$ cat src/rtl/ram_dma_arbiter.sv
// Single-port RAM/bus arbiter between the 65C02 core and one DMA requester.
// The CPU is stalled through cpu_rdy while the DMA side owns the port, then its held access is re-read.
module ram_dma_arbiter #(
  parameter int                 ADDR_W    = 16,
  parameter int                 DATA_W    = 8,
  parameter int                 MAX_BURST = 8,
  parameter logic [DATA_W-1:0]  NOP_BYTE  = 8'hEA
) (
  input  logic              clk,
  input  logic              reset,
  input  logic [ADDR_W-1:0] cpu_ab,
  input  logic [DATA_W-1:0] cpu_do,
  input  logic              cpu_we,
  output logic [DATA_W-1:0] cpu_di,
  output logic              cpu_rdy,
  input  logic              dma_req,
  input  logic [ADDR_W-1:0] dma_addr,
  input  logic [DATA_W-1:0] dma_wdata,
  input  logic              dma_we,
  output logic              dma_gnt,
  output logic              dma_ack,
  output logic [DATA_W-1:0] dma_rdata,
  output logic              dma_rvalid,
  output logic [ADDR_W-1:0] mem_addr,
  output logic [DATA_W-1:0] mem_wdata,
  output logic              mem_we,
  output logic              mem_en,
  input  logic [DATA_W-1:0] mem_rdata
);

  typedef enum logic [1:0] {
    ST_CPU    = 2'd0,
    ST_DMA    = 2'd1,
    ST_RESUME = 2'd2
  } state_e;

  typedef enum logic [1:0] {
    TAG_NONE   = 2'd0,
    TAG_CPU    = 2'd1,
    TAG_DMA_RD = 2'd2
  } tag_e;

  localparam logic [7:0] MAX_B = 8'(MAX_BURST);

  state_e     state_q, state_d;
  tag_e       tag_q, tag_d;
  logic [7:0] burst_cnt_q, burst_cnt_d;
  logic [7:0] burst_cnt_inc;
  logic       cpu_ran_q, cpu_ran_d;

  assign burst_cnt_inc = burst_cnt_q + 8'd1;

  // DMA handshake: the requester holds dma_req with a stable address/data/we
  // for each access; the access is performed in any cycle where dma_ack=1, and
  // the requester advances to its next access on the clock edge ending it.
  always_comb begin
    state_d     = state_q;
    tag_d       = TAG_NONE;
    burst_cnt_d = burst_cnt_q;
    cpu_ran_d   = cpu_ran_q;
    mem_addr    = cpu_ab;
    mem_wdata   = cpu_do;
    mem_we      = 1'b0;
    mem_en      = 1'b0;
    cpu_rdy     = 1'b0;
    dma_gnt     = 1'b0;
    dma_ack     = 1'b0;

    if (reset) begin
      // Look like an idle CPU read cycle so an aborted burst never writes.
      mem_en  = 1'b1;
      cpu_rdy = 1'b1;
    end else begin
      case (state_q)
        ST_CPU: begin
          mem_en    = 1'b1;
          mem_we    = cpu_we;
          cpu_rdy   = 1'b1;
          tag_d     = TAG_CPU;
          cpu_ran_d = 1'b1;
          if (dma_req && !cpu_we && cpu_ran_q) begin
            state_d     = ST_DMA;
            burst_cnt_d = 8'd0;
          end
        end
        ST_DMA: begin
          dma_gnt = 1'b1;
          if (dma_req) begin
            mem_addr    = dma_addr;
            mem_wdata   = dma_wdata;
            mem_we      = dma_we;
            mem_en      = 1'b1;
            dma_ack     = 1'b1;
            burst_cnt_d = burst_cnt_inc;
            tag_d       = dma_we ? TAG_NONE : TAG_DMA_RD;
            if (burst_cnt_inc == MAX_B) begin
              state_d = ST_RESUME;
            end
          end else begin
            state_d = ST_RESUME;
          end
        end
        ST_RESUME: begin
          // Pre-read the held CPU address so cpu_di is ready when rdy returns.
          mem_en    = 1'b1;
          tag_d     = TAG_CPU;
          cpu_ran_d = 1'b0;
          state_d   = ST_CPU;
        end
        default: begin
          state_d = ST_CPU;
        end
      endcase
    end
  end

  always_ff @(posedge clk) begin
    if (reset) begin
      state_q     <= ST_CPU;
      tag_q       <= TAG_NONE;
      burst_cnt_q <= 8'd0;
      cpu_ran_q   <= 1'b1;
    end else begin
      state_q     <= state_d;
      tag_q       <= tag_d;
      burst_cnt_q <= burst_cnt_d;
      cpu_ran_q   <= cpu_ran_d;
    end
  end

  assign cpu_di     = (tag_q == TAG_CPU) ? mem_rdata : NOP_BYTE;
  assign dma_rvalid = (tag_q == TAG_DMA_RD);
  assign dma_rdata  = dma_rvalid ? mem_rdata : '0;

endmodule

$ cat config.mk
export PLATFORM = sky130hd
export DESIGN_NAME = ram_dma_arbiter
export DESIGN_NICKNAME = d
export VERILOG_FILES = /design/src/rtl/ram_dma_arbiter.sv
export SDC_FILE = /design/constraint.sdc
export NUM_CORES = 1
export LEC_CHECK = 0
export BUFFER_PORTS_ARGS = -buffer_cell sky130_fd_sc_hd__buf_2
export CORE_MARGIN = 2
export CORE_UTILIZATION = 40
export CTS_CLUSTER_DIAMETER = 100
export DETAILED_ROUTE_END_ITERATION = 7
export GPL_ROUTABILITY_DRIVEN = 0
export PLACE_DENSITY = 0.93
export SLEW_MARGIN = 10
export SYNTH_ARGS = -nofsm -noshare
export SYNTH_HDL_FRONTEND = slang
export SYNTH_SLANG_ARGS = --single-unit
export TNS_END_PERCENT = 30
$ cat constraint.sdc
create_clock -name clk -period 3.3 [get_ports clk]
set_clock_uncertainty 0.2 [all_clocks]
set_input_delay 0 -clock clk [delete_from_list [all_inputs] [get_ports clk]]
set_output_delay 0 -clock clk [all_outputs]
set_load 0.02 [all_outputs]
==> impl_metrics.toml, run 1 <==
[clock_tree]
cts_post_setup_buffers_inserted = 0
tritoncts = "built"
clk_path_buf_depth = 2
cts_sinks = 13
insertion_delay_ns = 0.27
clock_root_buffer_master = "sky130_fd_sc_hd__clkbuf_4"
cts.reportedPaths.clkPinSlew_ns = 0.07
cts-htree-levels = 1
post_cts_hold_buffer_count = 3
cts-buffers-inserted = 3
post_cts_resize_count = 0

[timing]
min_period_ns = 2.38
report.final.setup_viol = 0
fmaxAchievable_mhz = 420
worst_slew_margin_rel_pct = 65.9
final-hold-violation-count = 0
period_share_pct = 72.2
totalNegativeSetupSlack_ns = 0
timing_worst_slew_pin_value_ns = 0.509
finalMaxSlewViolations = 0
rsz0062_at_grt = "no"

[placement]
numPortBuffers = 106
dpl_cell_area_mm2 = 0.00174
cell_total_after_placement = 263
dp.final_hpwl_um = 2830

[route]
met3WireLength_um = 218
num_vias = 1366
first_iter_violations = 16
route.detailed.vias_per_inst = 5.06
detail_route.drc_violations = 0
route.final.wire_length_um = 3390
route.met2.wl_um = 1750
drt-pass1-iter-count = 4
antenna_left = 0
dr.max_layer_used = "met4"
m1WireLength_um = 1380
wire_per_inst_um = 12.6

[critical_path]
timing_worst_setup_path_type = "flip-flop to primary output"
critical_path.cell_chain = "nor3b_2, and2_1, buf_4, mux2_2, buf_2"
critical_path_peak_fanout = 26
end_kind = "primary output"
delay_of_the_slowest_cell_on_the_worst_path_ns = 0.55
timing.critical_path.arrival_ns = 2.18
critical-path-slowest-cell = "sky130_fd_sc_hd__dfxtp_1"
setup.worst_path.start_class = "flip-flop"
cp.required_ns = 3.10

[logic_synthesis]
post_synthesis_instance_area_mm2 = 0.00123
complex_gate_fraction_of_the_synthesized_area_pct = 11.9
dominant_combinational_cell_family_by_area_after_synthesis = "simple AND/OR/NAND/NOR gates"
synth_fa_ha_area_share_pct = 2.03
post_synth_and_or_nand_nor_area_fraction_pct = 30.6
count_of_flip_flops_with_a_built_in_enable_after_synthesis = 0
synth_warnings = 0
mean_instance_size_in_the_synthesized_netlist_um2 = 9.40
post_synth_main_area_contributors = "sky130_fd_sc_hd__mux2_4 (22%), sky130_fd_sc_hd__dfxtp_1 (21%), sky130_fd_sc_hd__and2_1 (6.6%)"
synthCells = 131
synth_seq_cells = 13
synthArstFlopShare_pct = 0
ys.flop_type = "sky130_fd_sc_hd__dfxtp_1"
synthMuxAreaShare_pct = 28.3
synth_xor_xnor_area_share_pct = 0
synth-seq-area-share_pct = 21.1
synthDistinctLibCells = 38
yosysTopAreaCellShare_pct = 22.0
synth_nets = 194
synth_largest_area_cell = "sky130_fd_sc_hd__mux2_4"

[layout]
fin_cells = 270
finish.instance_area_mm2 = 0.00179
n_antenna_cell = 0
drive_gt1_share_pct = 59.1
finalCoreUtilization_pct = 60.2
fill_cell_total_of_the_finished_layout = 264
finalNetCount = 301
synthToLayoutAreaGrowth_pct = 45.5

[die]
fp.coreArea_mm2 = 0.00298
die_h_um = 59.5
floorplan.rows = 20
die_w_um = 59.5
starting_utilization_of_the_core_area_pct = 41.3
die_area_mm2 = 0.00354
design.portCount = 107

[power]
maximum_vdd_drop_mv = 0.167
total_leakage_power_nw = 0.931
power_density_mw_per_mm2 = 231

[global_routing]
grt_pass1_vias = 1083
grt_first_pass_wirelength_um = 4800
initial_antenna_violation_count = 0
grt_start_max_net_pins = 27
overflow = 0
grt_use_total_pct = 17.6

[flow_run]
maxCapViolCount = 0

[status]
run_status = "completed"

[worst_hold_path]
timing.hold.worst.class = "primary input to flip-flop"
==> power breakdown <==
group	switching, mW	total (mW)	internal [mW]	leakage (nW)
clock	0.0498	0.0967	0.0469	0.0150
sequential	0.00383	0.164	0.160	0.105
combinational	0.0771	0.154	0.0774	0.811
total	0.131	0.415	0.284	0.931
==> worst paths after layout <==
check	cells past startpoint	slack, ns	to	startpoint
worst max register to register	4	1.44	burst_cnt_q[4]	burst_cnt_q[0]
worst min-delay path	4	0.04	burst_cnt_q[6]	dma_req
worst max-delay path	5	0.92	mem_addr[15]	state_q[0]
worst min register to register	1	0.25	cpu_ran_q	cpu_ran_q
==> synth_stat cells (all sizes together) (2+ instances only) <==
library cell / count
ha: 2
nor2b: 5
dfxtp: 13
and2: 14
o21ai: 8
and3: 2
nand2b: 5
mux2: 24
a31oi: 2
a21oi: 10
nor2: 7
nor4b: 2
nand3: 7
or4b: 2
or3: 2
or3b: 2
clkbuf: 3
buf: 5
nand2: 2
nand3b: 3
==> metal layers <==
metal  vias up  global-route usage [%]
li1        689                       -
met1       621                    22.7
met2        50                    29.2
met3         6                    2.84
met4         0                    6.82
met5         -                       0
==> cell usage in the layout, fill, tap and decap left out, drive strengths merged, types with 2 or more instances in the layout <==
master,instances
and2,14
nand3,7
ha,2
nand3b,3
nand2b,5
nand2,2
dlygate4sd3,3
a21oi,10
or3b,2
or4b,2
clkbuf,4
buf,107
and3,2
or3,2
a31oi,2
dfxtp,13
nor4b,2
mux2,24
nor2b,5
o21ai,8
nor2,7
==> area by class of cell <==
| class | instances | area, um2 | area share, % |
|---|---|---|---|
| Tap cell | 33 | 41.3 | 2.30 |
| Clock buffer | 4 | 26.3 | 1.47 |
| Multi-Input combinational cell | 110 | 896 | 50.0 |
| Timing Repair Buffer | 110 | 568 | 31.7 |
| Sequential cell | 13 | 260 | 14.5 |
==> registers in the layout, summed over array words and instances, names as in the netlist <==
register and flops:
burst_cnt_q 8, cpu_ran_q 1, state_q 2, tag_q 2
==> metrics by stage <==
stage	power (mW)	setup slack (ns)	hold slack, ns
after CTS	0.420	0.913	0.0425
after global placement	0.315	1.29	-0.00743
after detailed placement	0.320	1.22	-0.00458
after floorplan	0.256	1.53	-0.140
after global routing	0.436	0.786	0.0502
final	0.415	0.918	0.0444
==> critical path, delay by kind of cell (launching register included) <==
family | cells | cell delay, ns
DFF | 1 | 0.55
muxes | 1 | 0.39
and+or+nand+nor | 2 | 0.47
buffers and inverters | 2 | 0.51
==> kinds of logic (layout without fill, tap and decap cells) <==
logic type      count (synthesis)  in the layout
flops                          13             13
fa+ha+maj                       2              2
mux                            25             25
compound gates                 25             25
simple gates                   58             58
buf+inv                         8            114
No activity file was read; power rests on OpenSTA's default activity.
==> run 2: changes to the inputs <==
- CORE_UTILIZATION: 40 -> 38
- PLACE_DENSITY: 0.93 -> 0.89
- clock period: 3.3 -> 2.4 ns (I/O delays scaled with it)
==> run 2 against run 1 <==
  * Clock power rose by 43%
  * First-iteration DRC count rose to 2.6 times the previous value
  * Final area rose by 1.2%
  * Worst setup slack got worse by 0.78 ns
  * Hold slack got worse by 0.0048 ns
  * Critical path type is now primary input to primary output
  * Largest cell class unchanged
  * Highest routed layer unchanged
==> impl_metrics.toml, run 2 (synthesis results as in run 1) <==
[critical_path]
delay_of_the_slowest_cell_on_the_worst_path_ns = 0.54
cpMostUsedCell = "sky130_fd_sc_hd__buf_2"
regToRegStartpoint = "burst_cnt_q[0]"
timing.rr.end = "burst_cnt_q[4]"
timing_worst_setup_path_type = "primary input to primary output"
critical-path-slowest-cell = "sky130_fd_sc_hd__dlygate4sd3_1"
critical_path_peak_fanout = 26
r2r_setup_slack_ns = 0.49
critical_path.cell_chain = "dlygate4sd3_1, buf_2, nor3b_2, and2_1, buf_4, mux2_2, buf_2"
worst_r2r_path_depth = 4
cp.required_ns = 2.20
timing.critical_path.arrival_ns = 2.06
path_buf_inv = 4
cpLargestDelayFamily = "buffers and inverters"
end_kind = "primary output"
setup.worst_path.start_class = "primary input"

[clock_tree]
clock_root_buffer_master = "sky130_fd_sc_hd__clkbuf_4"
insertion_delay_ns = 0.28
cts.reportedPaths.clkPinSlew_ns = 0.08
cts_sinks = 13
tritoncts = "built"
post_cts_resize_count = 0
clk_path_buf_depth = 2
cts-buffers-inserted = 3
cts-htree-levels = 1

[power]
total_leakage_power_nw = 0.936
maximum_vdd_drop_mv = 0.240
power_density_mw_per_mm2 = 318
p_total_uw = 577

[global_routing]
grt_pass1_vias = 1177
overflow = 0
initial_antenna_violation_count = 0
grt_first_pass_wirelength_um = 5100
grt_start_max_net_pins = 27
grt_use_total_pct = 18.3

[timing]
period_share_pct = 94.4
timing_worst_slew_pin_value_ns = 0.511
fmaxAchievable_mhz = 442
rsz0062_at_grt = "no"
report.final.setup_viol = 0
min_period_ns = 2.26
worst_slew_margin_rel_pct = 65.7
finalMaxSlewViolations = 0
totalNegativeSetupSlack_ns = 0
final-hold-violation-count = 0

[layout]
largest_register_ffs = 8
drive_gt1_share_pct = 59.2
leading_cell_type_in_the_layout_fill_and_taps_excluded = "sky130_fd_sc_hd__buf_2"
leading_registers_by_flop_count = "burst_cnt_q: 8 flops, state_q: 2 flops, tag_q: 2 flops"
finalCoreUtilization_pct = 58.9
n_antenna_cell = 0
synthToLayoutAreaGrowth_pct = 47.3
most-common-layout-cells = "sky130_fd_sc_hd__buf_2 (106), sky130_fd_sc_hd__mux2_4 (18), sky130_fd_sc_hd__and2_1 (13), sky130_fd_sc_hd__dfxtp_1 (13), sky130_fd_sc_hd__a21oi_1 (10)"
registers.top_by_ff_count = "burst_cnt_q"
finalNetCount = 302
finish.instance_area_mm2 = 0.00181

[route]
route.detailed.vias_per_inst = 4.99
first_iter_violations = 42
route.final.wire_length_um = 3720
antenna_left = 0
drt-pass1-iter-count = 4
wire_per_inst_um = 13.2
detail_route.drc_violations = 0
num_vias = 1406

[placement]
dp.final_hpwl_um = 3030
dpl_cell_area_mm2 = 0.00176
numPortBuffers = 106

[worst_hold_path]
min_delay_path_depth = 4
timing.hold.worst.class = "primary input to flip-flop"
min_from = "dma_req"
worstHoldEndpoint = "burst_cnt_q[3]"

[die]
starting_utilization_of_the_core_area_pct = 40.0
die_area_mm2 = 0.00371
fp.coreArea_mm2 = 0.00308
die_h_um = 60.9
floorplan.rows = 20
die_w_um = 60.9
design.portCount = 107

[status]
run_status = "completed"

[flow_run]
maxCapViolCount = 0
run 2: cell count changes in the layout (fill, tap and decap cells not counted):
cell	delta
sky130_fd_sc_hd__buf_4	+1
run 2: how the worst max path moves through the flow:
stage                        start             end  slack (ns)  cells past startpoint
floorplan               state_q[1]     mem_addr[2]        0.63                      5
global placement    burst_cnt_q[0]  burst_cnt_q[4]        0.60                      4
detailed placement      state_q[1]    mem_addr[12]        0.55                      5
CTS                          reset    mem_addr[12]        0.15                      7
global route                 reset    mem_addr[14]        0.04                      7
finish                       reset    mem_addr[12]        0.14                      7
run 2: worst register-to-register path, cell delays in order, from the launching register on:
cell and delay [ns]:
sky130_fd_sc_hd__dfxtp_1 0.45, sky130_fd_sc_hd__ha_1 0.32, sky130_fd_sc_hd__and3_1 0.25, sky130_fd_sc_hd__or3b_2 0.46, sky130_fd_sc_hd__a21oi_1 0.16
run 2: report_power, final:
part	switching, mW	leakage (nW)	internal, mW
Combinational	0.109	0.816	0.108
Clock	0.0733	0.0150	0.0647
Sequential	0.00321	0.105	0.220
Total	0.185	0.936	0.392
run 2: repair_timing:
action,CTS,global route
hold buffers,3,0
hold endpoints to repair,11,0
setup buffers,0,0
run 2: area by class of cell:
type                    instances  area, um2
clock buffers                   4       26.3
fillers                       288       1260
multi-input cells             110        896
flip-flops and latches         13        260
well taps                      44       55.1
repair buffers                111        576
run 2: routing by layer:
metal / share of wire [%] / up-vias / global-route usage (%)
met1: 37 / 644 / 20.2
met5: 0 / - / 0
met2: 54 / 65 / 33.5
met3: 7.1 / 4 / 3.41
met4: 1.2 / 0 / 8.39
li1: - / 693 / -
run 2: stage by stage:
| step | setup slack, ns | instances | hold slack (ns) |
|---|---|---|---|
| 3_5_place_dp | 0.553 | 275 | -0.00729 |
| 5_1_grt | 0.0413 | 282 | 0.0632 |
| 6_report | 0.136 | 282 | 0.0396 |
| 4_1_cts | 0.148 | 282 | 0.0321 |
| 2_1_floorplan | 0.626 | 131 | -0.140 |
| 3_3_place_gp | 0.599 | 275 | -0.00379 |
==> run 3: changes to the inputs <==
- CORE_UTILIZATION: 38 -> 40
- PLACE_DENSITY: 0.89 -> 0.93
- clock period: 2.4 -> 2.8 ns (I/O delays scaled with it)
==> run 3 against run 2 <==
  * Critical path depth fell by 2
  * Highest routed layer unchanged
  * Sequential power fell by 13%
  * Utilization rose by 1.3 points
  * Clock-buffer cell count did not move
==> impl_metrics.toml, run 3 (synthesis results as in run 1) <==
[status]
run_status = "completed"

[clock_tree]
cts_post_setup_buffers_inserted = 0
clk_path_buf_depth = 2
cts-htree-levels = 1
cts-buffers-inserted = 3
post_cts_hold_buffer_count = 3
cts_sinks = 13
insertion_delay_ns = 0.26
clock_root_buffer_master = "sky130_fd_sc_hd__clkbuf_4"
post_cts_resize_count = 0
tritoncts = "built"
cts.reportedPaths.clkPinSlew_ns = 0.08

[layout]
drive_gt1_share_pct = 59.1
finalNetCount = 301
fin_cells = 270
finish.instance_area_mm2 = 0.00179
leading_registers_by_flop_count = "burst_cnt_q: 8 flops, state_q: 2 flops, tag_q: 2 flops"
finalCoreUtilization_pct = 60.2
synthToLayoutAreaGrowth_pct = 45.5
registers.top_by_ff_count = "burst_cnt_q"
largest_register_ffs = 8
most-common-layout-cells = "sky130_fd_sc_hd__buf_2 (106), sky130_fd_sc_hd__mux2_4 (18), sky130_fd_sc_hd__and2_1 (13), sky130_fd_sc_hd__dfxtp_1 (13), sky130_fd_sc_hd__a21oi_1 (10)"
n_antenna_cell = 0
leading_cell_type_in_the_layout_fill_and_taps_excluded = "sky130_fd_sc_hd__buf_2"

[global_routing]
grt_use_total_pct = 17.1
overflow = 0
grt_start_max_net_pins = 27
grt_pass1_vias = 1155
initial_antenna_violation_count = 0
grt_first_pass_wirelength_um = 4790

[route]
wire_per_inst_um = 12.8
detail_route.drc_violations = 0
antenna_left = 0
num_vias = 1376
drt-pass1-iter-count = 4
route.final.wire_length_um = 3450
route.detailed.vias_per_inst = 5.10
first_iter_violations = 46

[die]
fp.coreArea_mm2 = 0.00298
starting_utilization_of_the_core_area_pct = 41.3
die_w_um = 59.5
die_h_um = 59.5
design.portCount = 107
floorplan.rows = 20
die_area_mm2 = 0.00354

[power]
pwr-share-clk_pct = 23.2
pwr-share-comb_pct = 37.3
internal-power_uw = 335
total_leakage_power_nw = 0.931
power_density_mw_per_mm2 = 272
switching_power_uw = 153
sequential_power_share_pct = 39.5
power.share.switching_pct = 31.4
maximum_vdd_drop_mv = 0.258

[critical_path]
end_kind = "primary output"
critical_path_peak_fanout = 26
timing.critical_path.arrival_ns = 2.18
setup.worst_path.start_class = "flip-flop"
r2r_setup_slack_ns = 0.95
regToRegStartpoint = "burst_cnt_q[0]"
cp.required_ns = 2.60
worst_r2r_path_depth = 4
timing.rr.end = "burst_cnt_q[4]"
timing_worst_setup_path_type = "flip-flop to primary output"

[timing]
worst_slew_margin_rel_pct = 63.9
report.final.setup_viol = 0
rsz0062_at_grt = "no"
min_period_ns = 2.38
timing.final.ws_setup_ns = 0.420
period_share_pct = 85.0
finalMaxSlewViolations = 0
fmaxAchievable_mhz = 420
timing_worst_slew_pin_value_ns = 0.538
totalNegativeSetupSlack_ns = 0
final-hold-violation-count = 0

[placement]
dpl_cell_area_mm2 = 0.00174
numPortBuffers = 106
dp.final_hpwl_um = 2830
cell_total_after_placement = 263
dp_worst_setup_slack_ns = 0.716

[worst_hold_path]
min_from = "dma_req"
min_delay_path_depth = 4
worstHoldEndpoint = "burst_cnt_q[1]"
timing.hold.worst.class = "primary input to flip-flop"

[flow_run]
maxCapViolCount = 0
[run 3: cell count changes in the layout (fill, tap and decap cells not counted)]
cell / change
sky130_fd_sc_hd__buf_4: -1
[run 3: per-stage QoR]
step,total power [mW],hold slack [ns]
floorplan,0.301,-0.140
global placement,0.371,-0.00796
detailed placement,0.376,-0.00950
CTS,0.491,0.0529
global route,0.513,0.0568
finish,0.488,0.0579
[run 3: metal layers]
layer	share of wire, %	vias to the layer above	GRT usage, %
met5	0	-	0
met4	2.0	0	5.84
met3	7.0	6	1.31
met2	50	66	29.8
met1	41	617	21.8
li1	-	687	-
[run 3: worst max path at each step]
stage | to | depth (start not counted) | from
finish | mem_addr[15] | 5 | state_q[0]
detailed placement | mem_addr[15] | 5 | state_q[0]
global placement | mem_wdata[7] | 5 | state_q[0]
CTS | mem_addr[15] | 5 | state_q[0]
floorplan | mem_addr[2] | 5 | state_q[1]
global route | mem_addr[13] | 5 | state_q[0]
[run 3: power by group through the flow]
stage          registers [mW]  clock network [mW]  logic [mW]
2_1_floorplan           0.195                   0       0.107
3_3_place_gp            0.197                   0       0.174
3_5_place_dp            0.197                   0       0.179
4_1_cts                 0.193               0.115       0.183
5_1_grt                 0.194               0.124       0.195
6_report                0.193               0.113       0.182
[run 3: area by class of cell]
type	instances	area [um2]
Tap cell	33	41.3
Sequential cell	13	260
Fill cell	263	1190
Clock buffer	4	26.3
Timing Repair Buffer	110	568
Multi-Input combinational cell	110	896
[run 3: critical path, stage by stage, from the launching register on]
cell and delay, ns:
sky130_fd_sc_hd__dfxtp_1 0.55, sky130_fd_sc_hd__nor3b_2 0.31, sky130_fd_sc_hd__and2_1 0.15, sky130_fd_sc_hd__buf_4 0.36, sky130_fd_sc_hd__mux2_2 0.38, sky130_fd_sc_hd__buf_2 0.16
